==> src/rtl/ahb_slave_interface.sv <==
// rtl/ahb_slave_interface.sv - AHB slave front end: address decode, pipeline, error response
//
// Purpose: qualifies AHB address phases for a three-slave APB bridge. It decodes
// the APB slave select, pipelines address/data/direction by accepted phases,
// tracks burst state, and generates the two-cycle AHB ERROR response for
// transfers that cannot be forwarded.
//
// Ports:
//   Hclk, Hreset        clock, synchronous active-high reset
//   Hwrite, Hreadyin    AHB direction and bus HREADY
//   Htrans, Hsize       AHB transfer type and size
//   Haddr, Hwdata       AHB address and write data
//   Prdata              APB read data
//   valid               legal active transfer for the APB controller
//   Haddr1/2, Hwdata1/2 address/write data delayed by 1/2 accepted phases
//   Hwritereg           Hwrite delayed by one accepted phase
//   tempselx            one-hot APB slave select
//   Hrdata              read data back to AHB
//   Hresp, Herr_ready   AHB response and error-path HREADY contribution

module ahb_slave_interface #(
    parameter logic [31:0] BASE_ADDR = 32'h8000_0000,
    parameter logic [31:0] SLV_SPAN  = 32'h0400_0000
) (
    input  logic        Hclk,
    input  logic        Hreset,
    input  logic        Hwrite,
    input  logic        Hreadyin,
    input  logic [1:0]  Htrans,
    input  logic [2:0]  Hsize,
    input  logic [31:0] Haddr,
    input  logic [31:0] Hwdata,
    input  logic [31:0] Prdata,
    output logic        valid,
    output logic [31:0] Haddr1,
    output logic [31:0] Haddr2,
    output logic [31:0] Hwdata1,
    output logic [31:0] Hwdata2,
    output logic        Hwritereg,
    output logic [2:0]  tempselx,
    output logic [31:0] Hrdata,
    output logic [1:0]  Hresp,
    output logic        Herr_ready
);

    typedef enum logic [1:0] {
        ST_OKAY = 2'b00,
        ST_ERR1 = 2'b01,
        ST_ERR2 = 2'b10
    } err_state_t;

    localparam logic [1:0] TR_IDLE   = 2'b00;
    localparam logic [1:0] TR_NONSEQ = 2'b10;
    localparam logic [1:0] TR_SEQ    = 2'b11;

    // Region limits carried in 33 bits so a base near the top of the map cannot wrap.
    localparam logic [32:0] LIM0 = {1'b0, BASE_ADDR};
    localparam logic [32:0] LIM1 = LIM0 + {1'b0, SLV_SPAN};
    localparam logic [32:0] LIM2 = LIM1 + {1'b0, SLV_SPAN};
    localparam logic [32:0] LIM3 = LIM2 + {1'b0, SLV_SPAN};

    err_state_t  state_q, state_d;
    logic [31:0] haddr1_q, haddr1_d;
    logic [31:0] haddr2_q, haddr2_d;
    logic [31:0] hwdata1_q, hwdata1_d;
    logic [31:0] hwdata2_q, hwdata2_d;
    logic        hwritereg_q, hwritereg_d;
    logic        burst_q, burst_d;

    logic [32:0] addr_ext;
    logic        active;
    logic        misaligned;
    logic        err_cond;

    // Slave decode
    always_comb begin
        addr_ext = {1'b0, Haddr};
        tempselx = 3'b000;
        if (addr_ext >= LIM0 && addr_ext < LIM1) begin
            tempselx = 3'b001;
        end else if (addr_ext >= LIM1 && addr_ext < LIM2) begin
            tempselx = 3'b010;
        end else if (addr_ext >= LIM2 && addr_ext < LIM3) begin
            tempselx = 3'b100;
        end
    end

    // Transfer qualification
    always_comb begin
        active     = Hreadyin & Htrans[1];
        misaligned = ((Hsize == 3'b001) && Haddr[0]) ||
                     ((Hsize == 3'b010) && (Haddr[1:0] != 2'b00)) ||
                     (Hsize > 3'b010);
        // A SEQ beat is only legal while a burst started by an accepted NONSEQ is open.
        err_cond   = active & ((tempselx == 3'b000) | misaligned |
                               ((Htrans == TR_SEQ) & ~burst_q));
        valid      = active & ~err_cond & (state_q != ST_ERR1);
    end

    // Pipeline and burst tracking next state
    always_comb begin
        haddr1_d    = haddr1_q;
        haddr2_d    = haddr2_q;
        hwdata1_d   = hwdata1_q;
        hwdata2_d   = hwdata2_q;
        hwritereg_d = hwritereg_q;
        burst_d     = burst_q;
        if (Hreadyin) begin
            haddr1_d    = Haddr;
            haddr2_d    = haddr1_q;
            hwdata1_d   = Hwdata;
            hwdata2_d   = hwdata1_q;
            hwritereg_d = Hwrite;
            if ((Htrans == TR_IDLE) || err_cond) begin
                burst_d = 1'b0;
            end else if (valid && (Htrans == TR_NONSEQ)) begin
                burst_d = 1'b1;
            end
        end
    end

    // Error response FSM next state
    always_comb begin
        state_d = state_q;
        case (state_q)
            ST_OKAY: if (err_cond) state_d = ST_ERR1;
            ST_ERR1: state_d = ST_ERR2;
            ST_ERR2: state_d = err_cond ? ST_ERR1 : ST_OKAY;
            default: state_d = ST_OKAY;
        endcase
    end

    always_ff @(posedge Hclk) begin
        if (Hreset) begin
            state_q     <= ST_OKAY;
            haddr1_q    <= 32'h0;
            haddr2_q    <= 32'h0;
            hwdata1_q   <= 32'h0;
            hwdata2_q   <= 32'h0;
            hwritereg_q <= 1'b0;
            burst_q     <= 1'b0;
        end else begin
            state_q     <= state_d;
            haddr1_q    <= haddr1_d;
            haddr2_q    <= haddr2_d;
            hwdata1_q   <= hwdata1_d;
            hwdata2_q   <= hwdata2_d;
            hwritereg_q <= hwritereg_d;
            burst_q     <= burst_d;
        end
    end

    // Response outputs are forced to OKAY/ready for the whole time reset is held,
    // so an abandoned error sequence never reaches the bus.
    always_comb begin
        Hresp      = (!Hreset && (state_q != ST_OKAY)) ? 2'b01 : 2'b00;
        Herr_ready = Hreset || (state_q != ST_ERR1);
    end

    assign Hrdata    = Prdata;
    assign Haddr1    = haddr1_q;
    assign Haddr2    = haddr2_q;
    assign Hwdata1   = hwdata1_q;
    assign Hwdata2   = hwdata2_q;
    assign Hwritereg = hwritereg_q;

endmodule

==> config.mk <==
export PLATFORM = sky130hd
export DESIGN_NAME = ahb_slave_interface
export DESIGN_NICKNAME = d
export VERILOG_FILES = /design/src/rtl/ahb_slave_interface.sv
export SDC_FILE = /design/constraint.sdc
export NUM_CORES = 1
export LEC_CHECK = 0
export BUFFER_PORTS_ARGS = -buffer_cell sky130_fd_sc_hd__buf_2
export CAP_MARGIN = 40
export CORE_UTILIZATION = 40
export DETAILED_ROUTE_END_ITERATION = 8
export PLACE_DENSITY = 0.79
export SKIP_CTS_REPAIR_TIMING = 1
export SLEW_MARGIN = 20
export SYNTH_ARGS = -nofsm -noshare
export SYNTH_HDL_FRONTEND = slang
export SYNTH_SLANG_ARGS = --single-unit
export TNS_END_PERCENT = 50
==> constraint.sdc <==
create_clock -name Hclk -period 2 [get_ports Hclk]
set_clock_uncertainty 0.1 [all_clocks]
set_input_delay 0.2 -clock Hclk [delete_from_list [all_inputs] [get_ports Hclk]]
set_output_delay 0.2 -clock Hclk [all_outputs]
set_load 0.05 [all_outputs]
==> key figures <==
Floorplan
  – Initial core utilization: 41.1%
  – Die H: 113 um
  – I/O pin count: 273
  – Full die area: 12800 um^2
  – Die width: 113 um
  – Row count: 40
  – Core area: 12100 um^2

Power
  – Final Power: 6.76 mW
  – Cell Pwr Density: 952 nW/um^2
  – Leak: 3.67 nW
  – Max IR drop VDD: 0.000566 V

Synthesis
  – FFs w/ async S/R, synth: 0%
  – Synth warn: 0
  – Adder-cell share of the synthesized area: 0%
  – Synth Flop Type: dfxtp_1
  – Synth Register Bits: 132
  – Mux share of post-synthesis cell area: 26.0%
  – Synth cell count leaders: dfxtp_1, nor2_1, mux2i_1
  – Simple-Gate Fraction of Synth Area: 11.8%
  – Synth Area in Compound Gates: 1.06%
  – Post-synthesis sequential area ratio: 53.3%
  – Post-synth top area cell: dfxtp_1
  – Post-Synth XOR/XNOR Area: 0%
  – Avg Inst Size Synth: 10.4 um^2
  – Post-synthesis cell count: 476
  – Post-synth EDFFs: 0
  – Main combinational cell family by area after synthesis: multiplexers
  – Syn_nets: 581
  – Synth top area cells: dfxtp_1, mux2i_1, nor2_1
  – Synth cell types: 22
  – Synthesized area: 4960 um^2
  – Top cell type's share of synthesized area: 53.3%

Detailed routing
  – Vias per std cell: 4.59
  – Met3 Wirelength: 883 um
  – Routed met2 length: 6.48 mm
  – Routed vias: 4063
  – Max layer used: met4
  – Iter 0 DRT Violations: 147
  – Wl on met1: 4.94 mm
  – # DRC: 0
  – TritonRoute pass-1 iters: 4
  – Wire length per cell: 14.2 um
  – Post-Route WL: 12.6 mm
  – Post-route ant nets: 0

Cells and area
  – Syn-to-layout area delta: 43.2%
  – Net count, final: 811
  – Final core utilization: 58.8%
  – Final instance area: 7100 um^2
  – Layout cell share with drive strength beyond 1: 34.0%
  – Sequential cell area: 2640 um^2
  – Area of the multi-input gates: 1940 um^2
  – # diodes: 0
  – Fill cells: 975

Worst setup path
  – Crit start category: primary input
  – Crit path cell chain: buf_6, or4b_4, a2111oi_4, nand2_1, nor3b_2, buf_6
  – Crit path max-delay family: simple AND/OR/NAND/NOR gates
  – Slowest CP cell: or4b_4
  – Crit-path max cell delay: 0.57 ns
  – Worst path most repeated cell: buf_6
  – CP Data Required Time: 1.70 ns
  – Crit-path max FO: 2
  – CP Class: primary input to output pin
  – CP Capture Type: output pin
  – Data arrival time of the worst path: 1.68 ns
  – WP buf/inv: 2

CTS
  – CTS H-tree lvls: 4
  – Clock Root Buffer: clkbuf_16
  – Reg clk slew, reported paths: 0.05 ns
  – CTS max path bufs: 2
  – Num CTS Buffers: 17
  – Worst-skew pair later-pin latency: 0.40 ns
  – CTS tree: built
  – Clock sinks: 132

Job
  – Max-cap viol count: 0

STA
  – FMAX: 506 MHz
  – Final setup vio count: 0
  – Final hold slack: -0.0494 ns
  – Final min period: 1.98 ns
  – Slack of the critical path: 0.0228 ns
  – Fin. Hold Viols: 3
  – Fin. max-slew vios: 0
  – Fin crit share: 98.9%
  – RSZ-0062 raised after global routing: yes

Global routing
  – Grt ovf: 0
  – Vias in the first global route: 3702
  – Total track usage: 17.0%
  – First-pass GRT wire length: 17.0 mm
  – Largest net degree at the start of global routing: 67
  – Initial antenna violation count: 0

Placed design
  – Post-DP Area: 5940 um^2
  – PortBufs: 207
  – Final Wtd Congestion: 0.750
  – Post-Place Setup Slack: -0.0716 ns
  – Post-DP HPWL: 7.83 mm

Outcome
  – Failing checks: negative hold slack
  – Outcome: complete, but fails checks

Min path
  – Hold crit path type: primary input to register
## where the power goes
group / total [mW] / switching (mW) / internal [mW]
sequential: 2.85 / 0.0857 / 2.76
clock: 2.82 / 1.02 / 1.79
combinational: 1.10 / 0.725 / 0.370
## logic make-up (layout without fill, tap and decap cells)
logic type,Yosys count,in the layout
simple gates,144,144
flops,132,132
mux,129,129
buf+inv,65,307
compound gates,5,5
other cells,1,1
## cell type report
type	count	share of cell area, %
clock buffers	26	6.89
clock inverters	5	0.705
inverters	2	0.106
multi-input cells	279	27.4
flip-flops and latches	132	37.2
well taps	168	2.96
repair buffers	274	24.7
## worst paths after layout
check | startpoint | to | slack, ns | depth (start not counted)
hold reg to reg | state_q[0]$_SDFFE_PP0P_ | state_q[0]$_SDFFE_PP0P_ | 0.38 | 1
setup reg to reg | burst_q$_SDFFE_PP0P_ | burst_q$_SDFFE_PP0P_ | 0.71 | 4
setup / recovery | Haddr[30] | valid | 0.02 | 6
hold / removal | Hwdata[17] | Hwdata1[17]$_SDFFE_PP0P_ | -0.05 | 3
## stage by stage
step	TNS, ns	std cells
2_1_floorplan	-0.523	476
3_3_place_gp	-0.0733	795
3_5_place_dp	-0.0716	795
4_1_cts	-0.0738	826
5_1_grt	-0.0396	886
6_report	0	886
## sequential cells by signal (all words and copies together) (netlist names)
| register | count |
|---|---|
| Haddr1 | 32 |
| Haddr2 | 32 |
| Hwdata1 | 32 |
| Hwdata2 | 32 |
| state_q | 2 |
| Hwritereg | 1 |
| burst_q | 1 |
## worst register-to-register path: stages (launching register included)
cell	delay [ns]
dfxtp_1	0.32
and3b_1	0.20
a2111oi_4	0.21
a21oi_1	0.12
nor4_1	0.25
## cells in the final DEF (no fill, tap or decap), types with 4 or more instances in the layout
| master | instances |
|---|---|
| dfxtp_1 | 132 |
| mux2i_1 | 129 |
| buf_4 | 5 |
| clkbuf_16 | 17 |
| clkbuf_1 | 6 |
| clkinv_2 | 4 |
| buf_2 | 202 |
| buf_6 | 4 |
| nor2_1 | 132 |
| dlygate4sd3_1 | 60 |
## routing by layer
metal	track usage, %	vias to the layer above
met5	0	-
li1	-	2003
met3	6.21	30
met4	8.33	0
met1	18.4	1865
met2	29.2	165
Note: power is estimated with default switching activity, not from simulation.
